## src/rtl/fault_fsm_pkg.sv

```systemverilog
// Shared definitions for the fault qualification FSM.
//   fsm_state_t : state encodings as seen on the 'state' output
//   FC_OV/FC_UV : bit positions inside fault_code
//   sat_inc8    : saturating increment for the 8-bit lifetime fault counter
package fault_fsm_pkg;

  typedef enum logic [2:0] {
    FS_NORMAL  = 3'd0,
    FS_QUALIFY = 3'd1,
    FS_FAULT   = 3'd2,
    FS_LOCKOUT = 3'd3
  } fsm_state_t;

  localparam int FC_OV = 0;
  localparam int FC_UV = 1;

  function automatic logic [7:0] sat_inc8(input logic [7:0] v);
    return (v == 8'hFF) ? v : v + 8'd1;
  endfunction

endpackage

```

## src/rtl/fault_persist_cnt.sv

```systemverilog
// Persistence counter: clear / increment / terminal-count.
// Ports:
//   clk, rst : clock and synchronous active-high reset
//   clr      : zero the count (has priority over inc)
//   inc      : advance the count; holds at TERM-1 so it never wraps
//   tc       : 1 while the count equals TERM-1
module fault_persist_cnt #(
  parameter int unsigned TERM = 8
) (
  input  logic clk,
  input  logic rst,
  input  logic clr,
  input  logic inc,
  output logic tc
);

  localparam int unsigned W = $clog2(TERM + 1);

  logic [W-1:0] cnt;

  assign tc = (cnt == W'(TERM - 1));

  always_ff @(posedge clk) begin
    if (rst || clr) begin
      cnt <= '0;
    end else if (inc && !tc) begin
      cnt <= cnt + W'(1);
    end
  end

endmodule

```

## src/rtl/fault_fsm.sv

```systemverilog
// Fault qualification and auto-retry controller.
// Sits behind the ADC threshold comparator: a fault is qualified once the
// combined OV/UV flag has been present for DEB_CYCLES consecutive samples.
// Each qualified fault drops power; after RECOV_CYCLES clean samples power
// is retried. MAX_RETRY faults without an intervening stable period
// (STABLE_CYCLES clean cycles in NORMAL) latch LOCKOUT, released only by
// clear_req while the flags are clean. All outputs are registered.
// Ports:
//   clk, rst      : clock, synchronous active-high reset
//   ov_flag       : over-voltage flag (hysteresis-filtered)
//   uv_flag       : under-voltage flag (hysteresis-filtered)
//   clear_req     : operator clear, honoured only in LOCKOUT
//   pwr_enable    : power stage may run
//   fault_active  : FAULT or LOCKOUT
//   lockout       : LOCKOUT
//   fault_code    : {uv,ov} seen during the last qualification (sticky)
//   retry_cnt     : qualified faults since last stable period / clear
//   fault_count   : lifetime qualified faults, saturating at 255
//   state         : NORMAL=0, QUALIFY=1, FAULT=2, LOCKOUT=3
module fault_fsm
  import fault_fsm_pkg::*;
#(
  parameter int unsigned DEB_CYCLES    = 8,
  parameter int unsigned RECOV_CYCLES  = 16,
  parameter int unsigned MAX_RETRY     = 3,
  parameter int unsigned STABLE_CYCLES = 256
) (
  input  logic       clk,
  input  logic       rst,
  input  logic       ov_flag,
  input  logic       uv_flag,
  input  logic       clear_req,
  output logic       pwr_enable,
  output logic       fault_active,
  output logic       lockout,
  output logic [1:0] fault_code,
  output logic [3:0] retry_cnt,
  output logic [7:0] fault_count,
  output logic [2:0] state
);

  fsm_state_t state_q, state_d;
  logic [1:0] flags;
  logic       flag;
  logic [1:0] seen_q, seen_d;
  logic       pwr_d, fa_d, lock_d;
  logic [1:0] code_d;
  logic [3:0] retry_d;
  logic [7:0] count_d;
  logic       qualify, illegal;
  logic       deb_clr, deb_inc, deb_tc;
  logic       rec_clr, rec_inc, rec_tc;
  logic       stab_clr, stab_inc, stab_tc;

  always_comb begin
    flags        = '0;
    flags[FC_OV] = ov_flag;
    flags[FC_UV] = uv_flag;
  end

  assign flag  = ov_flag | uv_flag;
  assign state = state_q;

  fault_persist_cnt #(.TERM(DEB_CYCLES)) u_deb (
    .clk(clk), .rst(rst), .clr(deb_clr), .inc(deb_inc), .tc(deb_tc)
  );

  fault_persist_cnt #(.TERM(RECOV_CYCLES)) u_rec (
    .clk(clk), .rst(rst), .clr(rec_clr), .inc(rec_inc), .tc(rec_tc)
  );

  fault_persist_cnt #(.TERM(STABLE_CYCLES)) u_stab (
    .clk(clk), .rst(rst), .clr(stab_clr), .inc(stab_inc), .tc(stab_tc)
  );

  always_comb begin
    state_d  = state_q;
    seen_d   = seen_q;
    code_d   = fault_code;
    retry_d  = retry_cnt;
    count_d  = fault_count;
    qualify  = 1'b0;
    illegal  = 1'b0;
    // Counters idle at zero unless the current state is actively using them.
    deb_clr  = 1'b1;
    deb_inc  = 1'b0;
    rec_clr  = 1'b1;
    rec_inc  = 1'b0;
    stab_clr = 1'b1;
    stab_inc = 1'b0;

    case (state_q)
      FS_NORMAL: begin
        if (flag) begin
          // First flagged sample counts as sample 1 of the debounce run.
          state_d = FS_QUALIFY;
          seen_d  = flags;
          deb_clr = 1'b0;
          deb_inc = 1'b1;
        end else if (stab_tc) begin
          retry_d = '0;
        end else begin
          stab_clr = 1'b0;
          stab_inc = 1'b1;
        end
      end
      FS_QUALIFY: begin
        if (!flag) begin
          state_d = FS_NORMAL;
          seen_d  = '0;
        end else if (deb_tc) begin
          qualify = 1'b1;
        end else begin
          seen_d  = seen_q | flags;
          deb_clr = 1'b0;
          deb_inc = 1'b1;
        end
      end
      FS_FAULT: begin
        // Any flagged sample restarts the recovery run.
        if (!flag) begin
          if (rec_tc) begin
            state_d = FS_NORMAL;
          end else begin
            rec_clr = 1'b0;
            rec_inc = 1'b1;
          end
        end
      end
      FS_LOCKOUT: begin
        if (clear_req && !flag) begin
          state_d = FS_NORMAL;
          retry_d = '0;
        end
      end
      default: begin
        state_d = FS_NORMAL;
        illegal = 1'b1;
      end
    endcase

    if (qualify) begin
      // The qualifying sample itself contributes to the fault code.
      code_d  = seen_q | flags;
      seen_d  = '0;
      count_d = sat_inc8(fault_count);
      retry_d = (retry_cnt == 4'hF) ? retry_cnt : retry_cnt + 4'd1;
      state_d = (retry_d == 4'(MAX_RETRY)) ? FS_LOCKOUT : FS_FAULT;
    end

    // Outputs follow the next state so they are valid on the transition edge;
    // an illegal encoding holds power off for the one recovery cycle.
    pwr_d  = !illegal && ((state_d == FS_NORMAL) || (state_d == FS_QUALIFY));
    fa_d   = (state_d == FS_FAULT) || (state_d == FS_LOCKOUT);
    lock_d = (state_d == FS_LOCKOUT);
  end

  always_ff @(posedge clk) begin
    if (rst) begin
      state_q      <= FS_NORMAL;
      seen_q       <= '0;
      pwr_enable   <= 1'b1;
      fault_active <= 1'b0;
      lockout      <= 1'b0;
      fault_code   <= '0;
      retry_cnt    <= '0;
      fault_count  <= '0;
    end else begin
      state_q      <= state_d;
      seen_q       <= seen_d;
      pwr_enable   <= pwr_d;
      fault_active <= fa_d;
      lockout      <= lock_d;
      fault_code   <= code_d;
      retry_cnt    <= retry_d;
      fault_count  <= count_d;
    end
  end

endmodule

```

## config.mk

```make
export PLATFORM = sky130hd
export DESIGN_NAME = fault_fsm
export DESIGN_NICKNAME = d
export VERILOG_FILES = /design/src/rtl/fault_fsm_pkg.sv /design/src/rtl/fault_persist_cnt.sv /design/src/rtl/fault_fsm.sv
export SDC_FILE = /design/constraint.sdc
export NUM_CORES = 1
export LEC_CHECK = 0
export CAP_MARGIN = 30
export CORE_MARGIN = 4
export CORE_UTILIZATION = 50
export CTS_CLUSTER_SIZE = 20
export DETAILED_ROUTE_END_ITERATION = 7
export PLACE_DENSITY_LB_ADDON = 0.2
export SETUP_SLACK_MARGIN = 0.05
export SLEW_MARGIN = 20
export SYNTH_ARGS = -nofsm -noshare
export SYNTH_HDL_FRONTEND = slang
export SYNTH_SLANG_ARGS = --single-unit
```

## constraint.sdc

```tcl
create_clock -name clk -period 2.48 [get_ports clk]
set_clock_uncertainty 0.1 [all_clocks]
set_input_delay 0.496 -clock clk [delete_from_list [all_inputs] [get_ports clk]]
set_output_delay 0.496 -clock clk [all_outputs]
set_load 0.01 [all_outputs]
```

==> results of run 1 <==
-- routing by layer --
| metal | vias up | share of wire [%] | GRT usage [%] |
|---|---|---|---|
| li1 | 785 | - | - |
| met1 | 749 | 45 | 23.4 |
| met2 | 46 | 48 | 31.8 |
| met3 | 11 | 4.3 | 4.27 |
| met4 | 0 | 2.4 | 9.68 |
| met5 | - | 0 | 0 |
-- cell families after synthesis --
family / after synthesis / synth area share, %
other: 1 / 0.206
AOI/OAI and AO/OA: 30 / 11.4
muxes: 4 / 2.27
and+or+nand+nor: 95 / 28.2
buffers and inverters: 16 / 4.20
xor gates and xnor gates: 10 / 4.82
adders and majority gates: 7 / 4.82
DFF: 40 / 44.1
-- final cells by class --
cell class              count  area (um^2)
flip-flops and latches     40          801
well taps                  46         57.6
multi-input cells         147          940
inverters                   7         26.3
clock buffers               5         37.5
repair buffers             35          323
fillers                   293         1230
-- cell usage after synthesis (5+ instances only) --
| library cell | n | area (um^2) |
|---|---|---|
| nand2_1 | 9 | 33.8 |
| dfxtp_1 | 40 | 801 |
| or3_1 | 5 | 31.3 |
| nor2_1 | 29 | 109 |
| ha_1 | 7 | 87.6 |
| inv_1 | 7 | 26.3 |
| and3_1 | 6 | 37.5 |
| a21oi_1 | 7 | 35.0 |
| xnor2_1 | 5 | 43.8 |
| nor3_1 | 8 | 40.0 |
| clkbuf_1 | 6 | 22.5 |
| xor2_1 | 5 | 43.8 |
| nand3_1 | 9 | 45.0 |
-- worst max path at each step --
stage	startpoint	end	slack [ps]	cells past startpoint
2_1_floorplan	ov_flag	fault_count[5]$_SDFFE_PP0P_	310	6
3_3_place_gp	uv_flag	u_stab.cnt[5]$_SDFFE_PP0P_	140	5
3_5_place_dp	uv_flag	u_stab.cnt[5]$_SDFFE_PP0P_	100	5
4_1_cts	u_stab.cnt[0]$_SDFFE_PP0P_	u_stab.cnt[5]$_SDFFE_PP0P_	280	7
5_1_grt	u_stab.cnt[0]$_SDFFE_PP0P_	u_stab.cnt[4]$_SDFFE_PP0P_	150	7
6_report	u_stab.cnt[0]$_SDFFE_PP0P_	u_stab.cnt[5]$_SDFFE_PP0P_	260	7
-- power by group through the flow --
| stage | clock (W) | sequential (W) | combinational (W) |
|---|---|---|---|
| finish | 0.000283 | 0.000654 | 0.0000573 |
| global route | 0.000314 | 0.000656 | 0.0000628 |
| CTS | 0.000290 | 0.000654 | 0.0000572 |
| detailed placement | 0 | 0.000669 | 0.0000570 |
| global placement | 0 | 0.000668 | 0.0000549 |
| floorplan | 0 | 0.000669 | 0.0000321 |
-- per-stage QoR --
step / hold WS (ps) / power [W] / instances / cell area [um^2] / util [%]
final: 369 / 0.000994 / 280 / 2180 / 64.0
after global routing: 401 / 0.00103 / 280 / 2180 / 64.0
after CTS: 379 / 0.00100 / 280 / 2180 / 64.0
after detailed placement: 357 / 0.000726 / 275 / 2150 / 62.9
after global placement: 330 / 0.000723 / 275 / 2150 / 62.9
after floorplan: 318 / 0.000701 / 203 / 1820 / -
-- sequential cells by signal (all words and copies together) (netlist names) --
| name | flops |
|---|---|
| u_deb.cnt | 4 |
| retry_cnt | 4 |
| u_stab.cnt | 9 |
| state | 3 |
| u_rec.cnt | 5 |
| fault_code | 2 |
| lockout | 1 |
| fault_active | 1 |
| seen_q | 2 |
| fault_count | 8 |
| pwr_enable | 1 |
-- cells in the final DEF, fill, tap and decap left out, drive strengths merged, types with 3 or more instances in the layout --
cell type | synthesis | routed
dfxtp | 40 | 40
nor2 | 29 | 29
clkdlybuf4s50 | 0 | 24
buf | 3 | 11
nand3 | 9 | 9
nand2 | 9 | 9
nor3 | 9 | 9
inv | 7 | 7
a21oi | 7 | 7
ha | 7 | 7
and3 | 6 | 6
or3 | 6 | 6
xor2 | 5 | 5
xnor2 | 5 | 5
clkbuf | 6 | 5
o21ai | 5 | 5
nor3b | 4 | 4
nor2b | 4 | 4
a211oi | 4 | 4
nor4 | 3 | 3
mux2i | 3 | 3
o31ai | 3 | 3
nand4 | 3 | 3
or4 | 3 | 3
==> impl_metrics.ini, run 1 <==
[setup_path]
regToRegSetupSlack_ps = 260
worstRegToRegCells = 7
required_ps = 2650
end_kind = flip-flop
crit_type = reg -> reg
cp_max_fo = 9
reg2reg_from = u_stab.cnt[0]$_SDFFE_PP0P_
crit_chain = ha_1 -> nand3_1 -> nor2_1 -> and3_1 -> ha_1 -> or4_1 -> nor2b_1
arrival_ps = 2390
cp-start-kind = flip-flop
cp_num_buf_inv = 0
r2r-end = u_stab.cnt[5]$_SDFFE_PP0P_
critPathMaxStageDelay_ps = 690
critPathTopFamily = simple AND/OR/NAND/NOR gates
crit_slowest_cell = or4_1
crit_top_cell = ha_1

[clock_network]
cts_tree = built
clock_latency_ps = 330
clockBufferDepth = 2
cts_buffers = 5
clkSinkCount = 40
root_buffer = clkbuf_4
post_cts_resized = 0
clk_pin_slew_ps = 100
ctsHoldBuffers = 0
h-tree-depth = 2
post_cts_buffers = 0

[global_routing]
grt_pass1_wl_um = 6680
grt_overflow = 0
grt_max_degree = 23
antenna_found_initial = 0
grt_pass1_vias = 1509
grt_util_all_layers_pct = 19.3

[placement]
gp_congestion = 0.832
place_ws_ps = 98.2
dp_hpwl_um = 2970
io_buffers = 24

[synthesis]
synth_cells = 203
async_reset_ff_share_pct = 0
synthesis.area_mm2 = 0.00182
synth_top_flop_cell = dfxtp_1
syn_area_per_cell_um2 = 8.95
syn_nets = 215
synth.distinct_cells = 44
ys_seq_elements = 40
ys.warnings.count = 0
synth-seq-area-share_pct = 44.1
synth_edf_count = 0

[floorplan]
die_x_um = 68.3
core_mm2 = 0.00342
start_util_pct = 53.2
pin_count = 25
fp.dieArea_mm2 = 0.00466
fp.dieH_um = 68.3
rows = 21

[final_layout]
layout.nets = 248
layout-drive-gt1-share_pct = 7.69
area_growth_pct = 20.2
n_antenna_cell = 0

[pwr]
ir_drop_mv = 0.347
p_sw_w = 0.000224
p_per_area_mw_per_mm2 = 455
combPwrFrac_pct = 5.8
leakagePower_nw = 0.811
power_frac_clock_pct = 28.4
switching_share_pct = 22.6
seq_power_share_pct = 65.8
internal_power_w = 0.000770

[worst_hold_path]
holdPathStages = 1
hold_end = u_rec.cnt[0]$_SDFFE_PP0P_
hold_path_class = reg -> reg
hp-start = u_rec.cnt[0]$_SDFFE_PP0P_

[timing]
min_period_over_period_pct = 89.4
tns_ps = 0
rsz0062_at_grt = false
finalWorstSetupSlack_ps = 262
finalMaxSlewViolations = 0
setup_viol = 0
fmax_mhz = 451
layout_min_cycle_time_ps = 2220
hold_viol = 0

[routing]
vias_per_cell = 5.68
vias = 1591
drcViolationCount = 0
drt_iter0_drc = 122
antenna_left = 0
first_pass_iters = 4
wl_um = 4000
post_drt_wl_per_cell_um = 14.3

[outcome]
outcome = completed

[job]
cap_viol_max_count = 0
Note: power is estimated with default switching activity, not from simulation.
==> inputs of run 2 (changes only) <==
--- a/config.mk
+++ b/config.mk
@@ -6,6 +6,7 @@
 export NUM_CORES = 1
 export LEC_CHECK = 0
 export CAP_MARGIN = 30
+export CORE_ASPECT_RATIO = 0.6
 export CORE_MARGIN = 4
 export CORE_UTILIZATION = 50
 export CTS_CLUSTER_SIZE = 20
@@ -15,4 +16,5 @@
 export SLEW_MARGIN = 20
 export SYNTH_ARGS = -nofsm -noshare
 export SYNTH_HDL_FRONTEND = slang
+export SYNTH_HIERARCHICAL = 1
 export SYNTH_SLANG_ARGS = --single-unit
==> run 2 against run 1 <==
Net effect:
- via count grew 9.2%
- sequential share of layout area is 4.7 points lower
- first-iteration DRC count down 2.5%
- wire length grew 3.3%
- register-to-register slack got worse by 120 ps
- largest cell class unchanged
- largest power group unchanged
==> impl_metrics.ini, run 2 <==
[clock_network]
clkSinkCount = 40
clockBufferDepth = 2
cts_tree = built
ctsHoldBuffers = 0
cts_buffers = 5
root_buffer = clkbuf_8
h-tree-depth = 2
clk_pin_slew_ps = 70
clock_latency_ps = 290

[floorplan]
pin_count = 25
fp.dieArea_mm2 = 0.00511
rows = 17
die_x_um = 89.7
fp.dieH_um = 57
start_util_pct = 53.1
core_mm2 = 0.00376

[timing]
min_period_over_period_pct = 94.1
hold_viol = 0
layout_min_cycle_time_ps = 2330
finalMaxSlewViolations = 0
fmax_mhz = 428
rsz0062_at_grt = false
setup_viol = 0
tns_ps = 0

[setup_path]
required_ps = 2610
crit_type = reg -> reg
end_kind = flip-flop
cp_max_fo = 5
regToRegSetupSlack_ps = 150
cp-start-kind = flip-flop
arrival_ps = 2460

[pwr]
leakagePower_nw = 0.966
internal_power_w = 0.000908
p_sw_w = 0.000264
switching_share_pct = 22.5
ir_drop_mv = 0.335
combPwrFrac_pct = 6.0
p_per_area_mw_per_mm2 = 467
power_frac_clock_pct = 38.4
seq_power_share_pct = 55.6

[global_routing]
grt_util_met1_pct = 26.5
grt_overflow = 0
grt_util_all_layers_pct = 17.5
use_met3_pct = 5.19
grt_max_degree = 12
grt_pass1_wl_um = 6950
grt_pass1_vias = 1468
met2_usage_pct = 22.2
antenna_found_initial = 0
busiest_layer = met1

[final_layout]
layout-drive-gt1-share_pct = 18.9
final_area_mm2 = 0.00251
most-common-layout-cells = 39 x dfxtp_1, 22 x clkdlybuf4s50_1, 19 x nor2_1
n_antenna_cell = 0
largest_reg_flops = 9
mostFrequentLayoutCell = dfxtp_1
final_util_pct = 66.6
regMostFlops = u_stab/cnt
layout.nets = 276
area_growth_pct = 25.4
biggestRegsByFlops = u_stab/cnt x9, fault_count x8, u_rec/cnt x5

[placement]
gp_congestion = 0.859
io_buffers = 24
place_area_mm2 = 0.00237
dp_hpwl_um = 3030

[routing]
drcViolationCount = 0
vias = 1738
vias_per_cell = 5.57
antenna_left = 0
first_pass_iters = 4
post_drt_wl_per_cell_um = 13.2
drt_iter0_drc = 119
wl_um = 4130

[synthesis]
synth_top_flop_cell = dfxtp_1
synth_top_area_share_pct = 40.0
synth_commonest_cells = 40 x dfxtp_1, 19 x nor2_1, 16 x a21oi_1, 13 x nand2_1, 9 x inv_1
yosysMostFrequentCell = dfxtp_1
syn_area_per_cell_um2 = 9.05
synth-seq-area-share_pct = 40.0
synth_cells = 221
synthTopCellsByArea = dfxtp_1 40%, ha_1 4.4%, a21oi_1 4.0%
yosys.area.top_type = dfxtp_1
ys.warnings.count = 6
synthesis.area_mm2 = 0.00200
ys_seq_elements = 40
synth_edf_count = 0
async_reset_ff_share_pct = 0
syn_nets = 233
synth.distinct_cells = 57

[worst_hold_path]
hold_path_class = reg -> reg

[outcome]
outcome = completed

[job]
cap_viol_max_count = 0
## run 2: cell types whose count changed in the layout (fill, tap and decap cells not counted), sizes merged, moves of 3 or more
cell	before	now
a21oi	7	16
nor2	29	21
buf	11	16
inv	7	12
nand2	9	13
or3	6	10
xor2	5	1
clkbuf	5	8
nor3b	4	1
or2	1	4
## run 2: final timing paths
check,end,startpoint,cells after the start
worst max register to register,u_stab/cnt[7]$_SDFFE_PP0P_,u_stab/cnt[0]$_SDFFE_PP0P_,9
worst max-delay path,u_stab/cnt[7]$_SDFFE_PP0P_,u_stab/cnt[0]$_SDFFE_PP0P_,9
worst min-delay path,u_deb/cnt[3]$_SDFFE_PP0P_,u_deb/cnt[3]$_SDFFE_PP0P_,2
worst min register to register,u_deb/cnt[3]$_SDFFE_PP0P_,u_deb/cnt[3]$_SDFFE_PP0P_,2
## run 2: critical path: stages, from the launching register on
cell and delay [ps]:
dfxtp_2 340, ha_2 180, nand2_1 60, nor3_1 50, ha_2 210, or3_4 390
inv_2 70, nand4b_1 170, or4_1 570, a21oi_2 130
## run 2: power groups by stage
| stage | clock network [W] | registers [W] | logic [W] |
|---|---|---|---|
| finish | 0.000450 | 0.000652 | 0.0000702 |
| global route | 0.000485 | 0.000653 | 0.0000778 |
| detailed placement | 0 | 0.000667 | 0.0000678 |
| CTS | 0.000462 | 0.000652 | 0.0000680 |
| floorplan | 0 | 0.000667 | 0.0000349 |
| global placement | 0 | 0.000667 | 0.0000674 |
## run 2: what timing repair did
action	CTS	global route
endpoints found under the setup margin	0	3
resized for setup	0	8
setup buffers	0	3
## run 2: area by class of cell
cell class              count  area, um^2
clock buffers               8        90.1
fillers                   307        1260
inverters                  12        45.0
multi-input cells         165        1150
flip-flops and latches     40         802
well taps                  47        58.8
repair buffers             40         365
## run 2: layer usage
metal  up-vias  part of all wire (%)
met1       793                    52
met4         0                   1.9
met3         7                   6.4
met5         -                     0
li1        891                     -
met2        47                    40
## run 2: per-stage QoR
stage               setup slack, ps  hold WS (ps)  power (W)  std cells
floorplan                       351           352   0.000702        221
global placement               -147           368   0.000734        301
detailed placement             -199           384   0.000735        301
CTS                             108           396    0.00118        309
global route                   48.4           423    0.00122        312
finish                          146           395    0.00117        312
## run 2: kinds of logic (layout without fill, tap and decap cells)
| kind of cell | count (synthesis) | in the layout | share of synthesized area, % |
|---|---|---|---|
| mux | 5 | 5 | 2.69 |
| simple gates | 102 | 102 | 31.7 |
| xor+xnor | 6 | 6 | 2.63 |
| buf+inv | 16 | 60 | 3.56 |
| flops | 40 | 40 | 40.0 |
| compound gates | 44 | 44 | 14.8 |
| fa+ha+maj | 7 | 7 | 4.38 |
| other cells | 1 | 1 | 0.187 |
